$ cat src/rtl/instr_fetch_unit.sv
// Instruction fetch unit: PC-driven fetch over a req/ack memory port, one-word
// buffer presented to the decoder over valid/ready, with branch redirect support.
module instr_fetch_unit #(
    parameter logic [31:0] RESET_PC  = 32'h0000_0000,
    parameter logic [31:0] NOP_INSTR = 32'h0000_0013
) (
    input  logic        clk,
    input  logic        rst,
    output logic        imem_req,
    output logic [31:0] imem_addr,
    input  logic        imem_ack,
    input  logic [31:0] imem_rdata,
    output logic        instr_valid,
    output logic [31:0] instruction,
    input  logic        instr_ready,
    output logic [31:0] pc,
    input  logic        branch_valid,
    input  logic [31:0] branch_target,
    output logic        misalign_err
);

    typedef enum logic [1:0] {StBoot, StReq, StHold, StDrop} state_e;

    state_e      state_q, state_d;
    logic [31:0] pc_q, pc_d;
    logic [31:0] instr_q, instr_d;
    logic [31:0] tgt_q, tgt_d;
    logic        misalign_q, misalign_d;
    logic [31:0] tgt_aligned;

    assign tgt_aligned = {branch_target[31:2], 2'b00};

    always_comb begin
        state_d    = state_q;
        pc_d       = pc_q;
        instr_d    = instr_q;
        tgt_d      = tgt_q;
        misalign_d = branch_valid && (branch_target[1:0] != 2'b00);
        unique case (state_q)
            StBoot: begin
                state_d = StReq;
                if (branch_valid) pc_d = tgt_aligned;
            end
            StReq: begin
                if (branch_valid) begin
                    if (imem_ack) begin
                        pc_d = tgt_aligned;
                    end else begin
                        // Request already on the bus; wait for its ack before redirecting.
                        tgt_d   = tgt_aligned;
                        state_d = StDrop;
                    end
                end else if (imem_ack) begin
                    instr_d = imem_rdata;
                    state_d = StHold;
                end
            end
            StHold: begin
                // A redirect wins over a simultaneous consume.
                if (branch_valid) begin
                    pc_d    = tgt_aligned;
                    instr_d = NOP_INSTR;
                    state_d = StReq;
                end else if (instr_ready) begin
                    pc_d    = pc_q + 32'd4;
                    instr_d = NOP_INSTR;
                    state_d = StReq;
                end
            end
            StDrop: begin
                if (branch_valid) tgt_d = tgt_aligned;
                if (imem_ack) begin
                    pc_d    = branch_valid ? tgt_aligned : tgt_q;
                    state_d = StReq;
                end
            end
            default: state_d = StBoot;
        endcase
    end

    always_ff @(posedge clk or posedge rst) begin
        if (rst) begin
            state_q    <= StBoot;
            pc_q       <= RESET_PC;
            instr_q    <= NOP_INSTR;
            tgt_q      <= RESET_PC;
            misalign_q <= 1'b0;
        end else begin
            state_q    <= state_d;
            pc_q       <= pc_d;
            instr_q    <= instr_d;
            tgt_q      <= tgt_d;
            misalign_q <= misalign_d;
        end
    end

    assign imem_req     = (state_q == StReq) || (state_q == StDrop);
    assign imem_addr    = pc_q;
    assign instr_valid  = (state_q == StHold);
    assign instruction  = (state_q == StHold) ? instr_q : NOP_INSTR;
    assign pc           = pc_q;
    assign misalign_err = misalign_q;

endmodule

$ cat config.mk
export PLATFORM = sky130hd
export DESIGN_NAME = instr_fetch_unit
export DESIGN_NICKNAME = d
export VERILOG_FILES = /design/src/rtl/instr_fetch_unit.sv
export SDC_FILE = /design/constraint.sdc
export NUM_CORES = 1
export LEC_CHECK = 0
export ABC_AREA = 1
export CAP_MARGIN = 15
export CORE_AREA = 5 5 118 120
export CTS_CLUSTER_SIZE = 40
export DETAILED_ROUTE_END_ITERATION = 12
export DIE_AREA = 0 0 123 125
export PLACE_DENSITY = 0.86
export REMOVE_ABC_BUFFERS = 1
export SLEW_MARGIN = 5
export SYNTH_ARGS = -nofsm -noshare
export SYNTH_HDL_FRONTEND = slang
export SYNTH_SLANG_ARGS = --single-unit
$ cat constraint.sdc
create_clock -name clk -period 6.2 [get_ports clk]
set_input_delay 1.55 -clock clk [delete_from_list [all_inputs] [get_ports clk]]
set_output_delay 1.55 -clock clk [all_outputs]
set_load 0.01 [all_outputs]
Yosys cells after proc, flatten, opt, wreduce, memory -nomap -nowiden
Cells that the tools add are included.
{"block": "word_totals", "inputBits": 69, "ff_bits": 99}
{"block": "op_classes", "addsub": 1, "muxes": 24, "n_reduce_logical": 10, "n_eq_ne": 12}
{"cell": "32-bit two-way mux", "count": 14}
{"cell": "32-bit one-hot mux with 2 select lines", "count": 2}
{"cell": "32-bit one-hot mux with 4 select lines", "count": 1}
{"cell": "32-bit by 3-bit adder with 32-bit output (second input constant)", "count": 1}
{"cell": "2-bit two-way mux", "count": 6}
{"cell": "2-bit inequality test (second input constant)", "count": 6}
{"cell": "2-bit one-hot mux with 4 select lines", "count": 1}
{"cell": "4-bit AND reduction", "count": 2}
{"cell": "3-bit inequality test (second input constant)", "count": 2}
{"cell": "2-bit nonzero test", "count": 3}
{"cell": "5-bit AND reduction", "count": 1}
{"cell": "2-bit equality test (second input constant)", "count": 2}
{"cell": "3-bit by 1-bit inequality test with 1-bit output (second input constant)", "count": 1}
{"cell": "3-bit AND reduction", "count": 1}
{"cell": "2-bit by 1-bit equality test with 1-bit output (second input constant)", "count": 1}
{"cell": "2-bit zero test", "count": 1}
{"cell": "1-bit logical AND", "count": 1}
{"cell": "1-bit logical OR", "count": 1}

Logic depth before layout (Yosys ltp)
Gate-level depths: netlist of run 1.
{"block": "depth", "word_depth": 4, "depth_mapped": 13}

Worst setup path before layout of run 1
OpenSTA, ideal clock, no wires.
{"block": "synth_timing", "path_kind": "reg2out", "startpoint": "register state_q[1]", "endpoint": "output port instruction[11]", "t_arrival_ps": 1401, "stages_incl_launch_ff": 7, "path_slack_ps": 3249, "path_cell_list": "dfrtp_1 -> inv_2 -> nor2_4 -> inv_2 -> buf_1 -> clkbuf_1 -> nor2_1"}
{"block": "synth_via", "elab_chain_len": 2}
{"item": "from (decl)", "line": "24", "text": "state_e state_q, state_d;"}
{"item": "from (signal assigned)", "line": "83", "text": "state_q <= StBoot;"}
{"item": "from (signal assigned)", "line": "89", "text": "state_q <= state_d;"}
{"item": "2-bit equality test", "line": "100", "text": "assign instruction = (state_q == StHold) ? instr_q : NOP_INSTR;"}
{"item": "32-bit two-way mux", "line": "100"}
{"item": "to (decl)", "line": "14", "text": "output logic [31:0] instruction,"}
Every way passes these cells.

Worst setup path after layout of run 1
{"block": "layout_timing", "startpoint": "register state_q[1]", "endpoint": "output port instruction[28]"}
The elaborated chain is that of the path after synthesis.

==> impl_results.md, run 1 <==
- Result of the run: finished clean
- Reported max-cap violation count: 0
- Post-DP HPWL: 12.0 mm
- Category of the worst setup path capture point: output pin
- Largest net degree at the start of global routing: 65
- Die Y-Extent: 125 um
- Most frequent cell after synthesis: nand2_1
- Minimum clock period: 4390 ps
- Via count of the first global-routing pass: 6200
- Row Count: 42
- Reg-to-reg setup timing slack: 3200 ps
- DR vias: 6336
- Share of Yosys cell area claimed by the top area cell type: 38.9%
- Antenna violations before repair: 0
- Footprint of the flip-flops and latches: 0.00248 sq mm
- Final count of hold timing violations: 0
- Post-Route Setup TNS: 0 ps
- Largest fanout of any net on the critical path: 57
- Clock tree from TritonCTS: yes
- Final WL: 17.5 mm
- DRC violation total after the first TritonRoute iteration: 452
- Number of I/O port buffers: 167
- Total track usage: 23.6%
- Hold buffer count at CTS: 0
- Main flop type after synthesis: dfrtp_1
- Library cell used as clock root buffer: clkbuf_16
- Measured slew at the worst slew-check pin: 849 ps
- Max clock buf depth: 2
- Post-layout net count: 1093
- Sequential share of the synthesized area: 40.1%
- Placeable core region: 0.0129 sq mm
- Required time of the critical path: 4650 ps
- Power density over the cells: 490 mW/mm^2
- Worst clock skew: 6.73 ps
- Signed area change from the synthesized netlist to the final layout: 29.8%
- Area contributors post-synth: dfrtp_1 (39%), nand2_1 (15%), a21oi_1 (9.1%), nor2_1 (8.4%), inv_1 (4.4%)
- First-pass GRT wire length: 29.5 mm
- Number of top-level pins: 168
- Overall die area: 0.0154 sq mm
- Post-route clock period utilization: 70.8%
- Number of instances resized during post-cts repair: 0
- Data arrival time at the worst-slack endpoint: 2840 ps
- Final weighted congestion in routability-driven placement: 0.903
- TritonCTS buffer count: 9
- Later-pin clock latency in the skew report: 360 ps
- HP Class: reg2reg
- CTS clock-pin slew for the worst setup and hold paths: 70 ps
- Number of storage elements in the synthesis netlist: 99
- Post-synthesis cell type with the largest combined area: dfrtp_1
- DRC violation count after routing: 0
- Sinks on Clock Net: 99
- Setup CP Type: reg2out
- Mean routed wirelength per cell: 14.6 um
- Fraction of layout cells with a size suffix above 1: 4.18%
- Netlist area before placement: 0.00618 sq mm
- Synthesized instance count: 915
- Reported leakage power: 3.53 nW
- Unrepaired setup endpoints after global routing: false
- Global route overflow: 0
- Max VDD drop: 0.237 mV
- Average vias per placed instance: 5.26
- Final WS setup: 1810 ps
- CP Launch Type: register
- Area of combinational cells with multiple inputs: 0.00299 sq mm
- Worst hold slack: 497 ps
- Number of setup violations in the final report: 0
- Asr flop ratio synth: 100%
- Commonest cells post-synth: nand2_1 (250), nor2_1 (138), a21oi_1 (112)
- Total power: 3.93 mW
- Count of flip-flops with a built-in enable after synthesis: 0
- Horizontal die dimension: 123 um
- CTS HTree Levels: 3
- Placement-stage worst setup slack: 1920 ps
- Max transition margin: 43.3%
- Initial Utilization: 48.0%
- Number of nets with antenna violations after routing: 0
- Unique masters post-synth: 38
- Setup Fix Bufs, Post-CTS: 0
- Slew Limit Fails: 0
- Number of optimization iterations in the first detailed-route pass: 5
- Average instance area after synthesis: 6.76 sq um
- Fillers: 1201
- Total of warnings raised by yosys: 0
- Timing-limited maximum frequency: 228 MHz
- Ant diodes: 0
[cells by family after synthesis]
family                     share of synthesized area, %
adders and majority gates                         0.202
xor gates and xnor gates                          0.425
buffers and inverters                              11.7
muxes                                             0.182
AOI/OAI and AO/OA                                  17.5
and+or+nand+nor                                    29.8
DFF                                                40.1
[stage by stage]
stage | utilization [%] | cell area [sq um] | cells
after floorplan | - | 5740 | 837
after global placement | 59.9 | 7710 | 1188
after detailed placement | 59.9 | 7710 | 1188
after CTS | 62.3 | 8020 | 1204
after global routing | 62.3 | 8020 | 1204
final | 62.3 | 8020 | 1204
[routing by layer]
layer	global-route usage [%]	share of wire [%]	vias up
met3	8.04	10	21
met2	38.2	47	261
met1	29.5	41	2924
met5	0	0	-
li1	-	-	3130
met4	7.62	1.7	0
[worst max-delay path: stages (launching register included)]
cell	delay (ps)
dfrtp_1	440
inv_2	530
nor2_4	50
inv_2	630
buf_4	300
nor2_1	50
clkdlybuf4s50_1	470
[report_power, final]
part | total, mW | switching, mW | internal [mW]
registers | 1.26 | 0.289 | 0.972
clock network | 0.598 | 0.253 | 0.345
logic | 2.07 | 1.18 | 0.889
[sequential cells by signal, summed over array words and instances (netlist names)]
register / count
imem_addr: 32
instr_q: 32
tgt_q: 32
state_q: 2
misalign_err: 1
[layout by cell type (no fill, tap or decap), types with 4 or more instances in the layout]
master / n
nand3b_1: 5
nor2_1: 138
inv_1: 72
o21ai_0: 50
clkdlybuf4s50_1: 167
nand2_1: 249
nor3_1: 4
clkbuf_16: 9
nand2_2: 4
dfrtp_1: 96
nand3_1: 51
a211oi_1: 18
a31oi_1: 6
a21oi_1: 112
buf_4: 8
[path summary, 6_finish.rpt]
kind | from | to | depth (start not counted)
worst max register to register | state_q[1] | imem_addr[3] | 9
min in group asynchronous | rst | instr_q[3] | 2
worst min-delay path | instr_q[4] | instr_q[4] | 2
worst min register to register | instr_q[4] | instr_q[4] | 2
worst max-delay path | state_q[1] | instruction[28] | 6
max in group asynchronous | rst | tgt_q[5] | 3
[area by class of cell]
type                            instances  share of cell area, %
Sequential cell                        99                   30.9
Inverter                               76                   3.59
Timing Repair Buffer                  175                   21.6
Multi-Input combinational cell        662                   37.2
Clock inverter                          4                  0.593
Clock buffer                           12                   3.32
Tap cell                              176                   2.75
Power figures use the tool's default switching activity.
==> run 2: changes to the inputs <==
--- a/config.mk
+++ b/config.mk
@@ -7,11 +7,11 @@
 export LEC_CHECK = 0
 export ABC_AREA = 1
 export CAP_MARGIN = 15
-export CORE_AREA = 5 5 118 120
+export CORE_AREA = 5 5 125 127
 export CTS_CLUSTER_SIZE = 40
 export DETAILED_ROUTE_END_ITERATION = 12
-export DIE_AREA = 0 0 123 125
-export PLACE_DENSITY = 0.86
+export DIE_AREA = 0 0 130 132
+export PLACE_DENSITY = 0.81
 export REMOVE_ABC_BUFFERS = 1
 export SLEW_MARGIN = 5
 export SYNTH_ARGS = -nofsm -noshare
==> constraint.sdc (replaced) <==
create_clock -name clk -period 4 [get_ports clk]
set_input_delay 1 -clock clk [delete_from_list [all_inputs] [get_ports clk]]
set_output_delay 1 -clock clk [all_outputs]
set_load 0.01 [all_outputs]
==> run 2 against run 1 <==
Clock power increased by 44%; clock skew increased by 4.2 ps; global-route usage decreased by 2.9 points; sequential power increased by 56%; combinational power increased by 56%; first-iteration DRC count decreased by 0.22%; hold slack got worse by 2.5 ps; via count decreased by 0.80%.
==> impl_results.md, run 2 (synthesis results as in run 1) <==
- Max transition margin: 47.0% (+3.7 points)
- Measured slew at the worst slew-check pin: 794 ps (-55.4 ps)
- Number of setup violations in the final report: 0 (unchanged)
- DR vias: 6285 (-0.80%)
- Die Y-Extent: 132 um (+5.6%)
- Final WL: 17.5 mm (-0.40%)
- CTS clock-pin slew for the worst setup and hold paths: 60 ps (about the same)
- Unrepaired setup endpoints after global routing: false
- Largest fanout of any net on the critical path: 50 (-12%)
- Mean routed wirelength per cell: 14.4 um (-1.3%)
- Timing-limited maximum frequency: 274 MHz
- Proportion of power drawn by the clock network: 14.2% (-1.0 points)
- Required time of the critical path: 3000 ps (-1650 ps)
- Number of I/O port buffers: 167 (unchanged)
- Post-layout net count: 1096 (+0.27%)
- Largest delay contributor family on the critical path: buffers and inverters
- List of cells traversed by the critical path: inv_2, nor2_4, inv_2, nor2_1, clkdlybuf4s50_1
- Highest cell delay on the worst timing path: 600 ps (-30 ps)
- DRC violation total after the first TritonRoute iteration: 451 (-0.22%)
- HP Class: reg2reg
- Fillers: 1357 (+13%)
- Final WS setup: 346 ps (-1460 ps)
- Psw: 2.67 mW (+55%)
- Post-DP HPWL: 12.2 mm (+1.4%)
- Detail Route met2 WL: 8.20 mm (-0.79%)
- Number of instances resized during post-cts repair: 0 (unchanged)
- Area after detailed placement: 0.00776 sq mm (+0.75%)
- Metal3 WL: 1.60 mm (-12%)
- Cell repeated most along the worst path: inv_2
- Count of buffering cells on the critical path with inverters included: 3 (-1)
- DRC violation count after routing: 0 (unchanged)
- Number of optimization iterations in the first detailed-route pass: 7 (+2)
- Post-Route Setup TNS: 0 ps (unchanged)
- Sinks on Clock Net: 99 (unchanged)
- Placement-stage worst setup slack: 762 ps (-1160 ps)
- Slowest cell on the critical path: inv_2
- Row Count: 44 (+4.8%)
- Switching power share of the total: 44.1% (+0.25 points)
- Average vias per placed instance: 5.17 (-1.7%)
- Clock tree from TritonCTS: yes
- Reported leakage power: 3.54 nW (+0.41%)
- Setup Fix Bufs, Post-CTS: 0 (unchanged)
- Total track usage: 20.7% (-2.9 points)
- Number of nets with antenna violations after routing: 0 (unchanged)
- Number of top-level pins: 168 (unchanged)
- Minimum clock period: 3650 ps
- Via count of the first global-routing pass: 6049 (-2.4%)
- CTS HTree Levels: 3 (unchanged)
- Max VDD drop: 0.447 mV (+89%)
- Signed area change from the synthesized netlist to the final layout: 30.3%
- Worst hold slack: 495 ps (-2.52 ps)
- Antenna violations before repair: 0 (unchanged)
- CP Launch Type: register
- Hold buffer count at CTS: 0 (unchanged)
- Initial Utilization: 43.2% (-4.8 points)
- Worst clock skew: 11.0 ps (+4.24 ps)
- Commonest cells after routing, fill and taps aside: nand2_1 (249), clkdlybuf4s50_1 (167), nor2_1 (138)
- Data arrival time at the worst-slack endpoint: 2650 ps (-190 ps)
- Placeable core region: 0.0143 sq mm (+11%)
- TritonCTS buffer count: 9 (unchanged)
- Final weighted congestion in routability-driven placement: 0.890 (-1.4%)
- Most frequent standard cell in the layout excluding fill and tap cells: nand2_1
- Top routing layer in use: met4
- Horizontal die dimension: 130 um (+5.7%)
- Sequential cell fraction of total power: 32.4% (+0.3 points)
- Later-pin clock latency in the skew report: 350 ps (about the same)
- Overall die area: 0.0172 sq mm (+12%)
- Max clock buf depth: 2 (unchanged)
- Power density over the cells: 752 mW/mm^2 (+53%)
- Final Cell Area: 0.00806 sq mm (+0.45%)
- Slew Limit Fails: 0 (unchanged)
- Fin util: 56.3% (-6.0 points)
- Cell internal pwr: 3.39 mW (+53%)
- Setup CP Type: reg2out
- Final count of hold timing violations: 0 (unchanged)
- Largest net degree at the start of global routing: 65 (unchanged)
- Global route overflow: 0 (unchanged)
- Share of power burned in combinational logic: 53.4% (+0.7 points)
- Category of the worst setup path capture point: output pin
- Library cell used as clock root buffer: clkbuf_16
- Fraction of layout cells with a size suffix above 1: 4.36% (+0.18 points)
- Met1 Wirelength: 7.33 mm (+2.7%)
- First-pass GRT wire length: 29.2 mm (-1.3%)
- Reported max-cap violation count: 0 (unchanged)
- Result of the run: finished clean
- Ant diodes: 0 (unchanged)
- Post-route clock period utilization: 91.3%
==> run 2: routing by layer <==
metal | up-vias | global-route usage, %
li1 | 3144 | -
met1 | 2867 | 27.1
met2 | 249 | 33.0
met3 | 25 | 5.88
met4 | 0 | 6.47
met5 | - | 0
==> run 2: power by group through the flow <==
| stage | combinational, mW | sequential [mW] | clock [mW] |
|---|---|---|---|
| floorplan | 1.76 | 2.00 | 0 |
| global placement | 3.16 | 1.95 | 0 |
| detailed placement | 3.24 | 1.97 | 0 |
| CTS | 3.25 | 1.96 | 0.883 |
| global route | 3.65 | 2.03 | 0.921 |
| finish | 3.23 | 1.96 | 0.862 |
==> run 2: area by class of cell <==
| type | count | area (sq um) | share of cell area (%) |
|---|---|---|---|
| Multi-Input combinational cell | 662 | 2990 | 37.1 |
| Inverter | 76 | 288 | 3.57 |
| Tap cell | 184 | 230 | 2.86 |
| Sequential cell | 99 | 2480 | 30.8 |
| Timing Repair Buffer | 178 | 1780 | 22.1 |
| Clock inverter | 3 | 22.5 | 0.280 |
| Clock buffer | 13 | 270 | 3.35 |
==> run 2: worst paths after layout <==
check | from | endpoint | slack, ps | depth (start not counted)
max | state_q[1] | instruction[12] | 350 | 5
min | tgt_q[31] | tgt_q[31] | 490 | 1
max reg2reg | state_q[1] | instr_q[18] | 1250 | 8
min reg2reg | tgt_q[31] | tgt_q[31] | 490 | 1
max in group asynchronous | rst | imem_addr[15] | 2200 | 3
min in group asynchronous | rst | instr_q[23] | 1110 | 2
==> run 2: stage by stage <==
step | std cells | total power [mW]
global route | 1215 | 6.60
detailed placement | 1199 | 5.21
CTS | 1215 | 6.10
finish | 1215 | 6.06
floorplan | 837 | 3.76
global placement | 1199 | 5.11
==> run 2: worst reg2reg max path: cells and delay by family (launching register included) <==
family | cells | cell delay, ps
buf+inv | 4 | 1790
flops | 1 | 440
simple gates | 2 | 200
compound gates | 2 | 180
==> run 3: changes to the inputs <==
--- a/config.mk
+++ b/config.mk
@@ -13,7 +13,7 @@
 export DIE_AREA = 0 0 130 132
 export PLACE_DENSITY = 0.81
 export REMOVE_ABC_BUFFERS = 1
-export SLEW_MARGIN = 5
+export SLEW_MARGIN = 20
 export SYNTH_ARGS = -nofsm -noshare
 export SYNTH_HDL_FRONTEND = slang
 export SYNTH_SLANG_ARGS = --single-unit
==> constraint.sdc (replaced) <==
create_clock -name clk -period 4 [get_ports clk]
set_input_delay 1 -clock clk [delete_from_list [all_inputs] [get_ports clk]]
set_output_delay 1 -clock clk [all_outputs]
set_load 0.1 [all_outputs]
==> run 3 against run 2 <==
Clock skew grew 2.6 ps; worst setup slack improved by 290 ps; via count up 0.94%; register-to-register slack better by 160 ps; non-clock buffer count rose by 2; die area is the same; count of clock-buffer cells in the layout down 2; cell count up 0.16%; final area rose by 4.1%; sequential cell count unchanged; critical path type unchanged; largest cell class unchanged.
==> impl_results.md, run 3 (synthesis results as in run 1) <==
- Result of the run: finished clean
- Number of non-filler instances in the completed layout: 1217 (+0.16%)
- Via count of the first global-routing pass: 6054 (+0.083%)
- Number of setup violations in the final report: 0 (unchanged)
- List of cells traversed by the critical path: inv_2, nor2_4, inv_2, buf_4, nor2_1, buf_12
- Reported max-cap violation count: 0 (unchanged)
- DRC violation total after the first TritonRoute iteration: 468 (+3.8%)
- CTS HTree Levels: 3 (unchanged)
- Die Y-Extent: 132 um (unchanged)
- Count of buffering cells on the critical path with inverters included: 4 (+1)
- Max transition margin: 34.1% (-13 points)
- Largest fanout of any net on the critical path: 35 (-30%)
- Slew Limit Fails: 0 (unchanged)
- Post-layout net count: 1098 (+0.18%)
- Global route overflow: 0 (unchanged)
- Setup Fix Bufs, Post-CTS: 0 (unchanged)
- Ant diodes: 0 (unchanged)
- Slowest cell on the critical path: inv_2
- Average vias per placed instance: 5.21 (+0.77%)
- Data arrival time at the worst-slack endpoint: 2360 ps (-290 ps)
- Post-DP HPWL: 12.9 mm (+5.8%)
- Antenna violations before repair: 0 (unchanged)
- DR vias: 6344 (+0.94%)
- Hold buffer count at CTS: 0 (unchanged)
- Mean routed wirelength per cell: 14.5 um (+1.2%)
- Worst clock skew: 13.6 ps (+2.64 ps)
- CTS clock-pin slew for the worst setup and hold paths: 60 ps (about the same)
- CP Launch Type: register
- First-pass GRT wire length: 29.0 mm (-0.52%)
- Most frequent standard cell in the layout excluding fill and tap cells: nand2_1
- Largest net degree at the start of global routing: 65 (unchanged)
- Required time of the critical path: 3000 ps (about the same)
- Final weighted congestion in routability-driven placement: 0.868 (-2.4%)
- Commonest cells after routing, fill and taps aside: nand2_1 (249), nor2_1 (138), clkdlybuf4s50_1 (134)
- Highest cell delay on the worst timing path: 540 ps (-60 ps)
- Signed area change from the synthesized netlist to the final layout: 35.7%
- Number of instances resized during post-cts repair: 0 (unchanged)
- Final WL: 17.7 mm (+1.4%)
- Placed cells: 1201 (+0.17%)
- Number of optimization iterations in the first detailed-route pass: 5 (-2)
- DRC violation count after routing: 0 (unchanged)
- Library cell used as clock root buffer: clkbuf_16
- Number of nets with antenna violations after routing: 0 (unchanged)
- Largest delay contributor family on the critical path: buffers and inverters
- HP Class: reg2reg
- Measured slew at the worst slew-check pin: 986 ps (+192 ps)
- Category of the worst setup path capture point: output pin
- TritonCTS buffer count: 9 (unchanged)
- Initial Utilization: 43.2% (unchanged)
- Fraction of layout cells with a size suffix above 1: 7.74% (+3.4 points)
- Horizontal die dimension: 130 um (unchanged)
- Cell repeated most along the worst path: inv_2
- Total track usage: 20.7% (+0.056 points)
- Setup CP Type: reg2out
- Unrepaired setup endpoints after global routing: false
- Overall die area: 0.0172 sq mm (unchanged)
- Clock tree from TritonCTS: yes
- Number of I/O port buffers: 167 (unchanged)
- Placeable core region: 0.0143 sq mm (unchanged)
- Row Count: 44 (unchanged)
- Timing-limited maximum frequency: 297 MHz (+8.7%)
- Minimum clock period: 3360 ps (-291 ps)
- Later-pin clock latency in the skew report: 360 ps (about the same)
- Post-route clock period utilization: 84.1% (-7.3 points)
- Number of top-level pins: 168 (unchanged)
- Sinks on Clock Net: 99 (unchanged)
- Final count of hold timing violations: 0 (unchanged)
- Max clock buf depth: 2 (unchanged)
[run 3: changes by cell type in the layout (fill, tap and decap cells not counted), sizes merged]
cell	change
buf	+35
bufinv	+3
clkbuf	-2
clkdlybuf4s50	-33
clkinv	-1
[run 3: metrics by stage]
stage	util [%]	worst slack (ps)	setup TNS [ps]	hold slack [ps]	cell area [sq um]
floorplan	-	-798	-23300	465	5740
global placement	56.2	913	0	473	8050
detailed placement	56.2	873	0	485	8050
CTS	58.6	622	0	500	8390
global route	58.6	477	0	520	8390
finish	58.6	638	0	495	8390
[run 3: final timing paths]
check                           depth (start not counted)  slack [ps]               to       start
min in group asynchronous                               2         980      instr_q[18]         rst
worst max-delay path                                    6         640  instruction[18]  state_q[1]
worst max register to register                          9        1410     imem_addr[3]  state_q[1]
max in group asynchronous                               3        2310         tgt_q[8]         rst
worst min register to register                          1         500        tgt_q[31]   tgt_q[31]
worst min-delay path                                    1         500        tgt_q[31]   tgt_q[31]
[run 3: area by class of cell]
| class | instances | area [sq um] |
|---|---|---|
| multi-input combinational | 662 | 2990 |
| timing repair buffer | 180 | 2060 |
| inverter | 76 | 288 |
| sequential | 99 | 2480 |
| clock buffer | 11 | 243 |
| tap | 184 | 230 |
| clock inverter | 5 | 100 |
| fill | 1309 | 5920 |
[run 3: metal layers]
layer  vias to the layer above  GRT usage, %  share of wire [%]
li1                       3141             -                  -
met1                      2953          25.2                 40
met2                       228          34.1                 48
met3                        22          6.93                 10
met4                         0          7.39                1.8
met5                         -             0                  0
Power of run 3 is left out: the tool's default activity adds up to more than one toggle a clock period on the data nets, which glitch-free logic cannot reach.
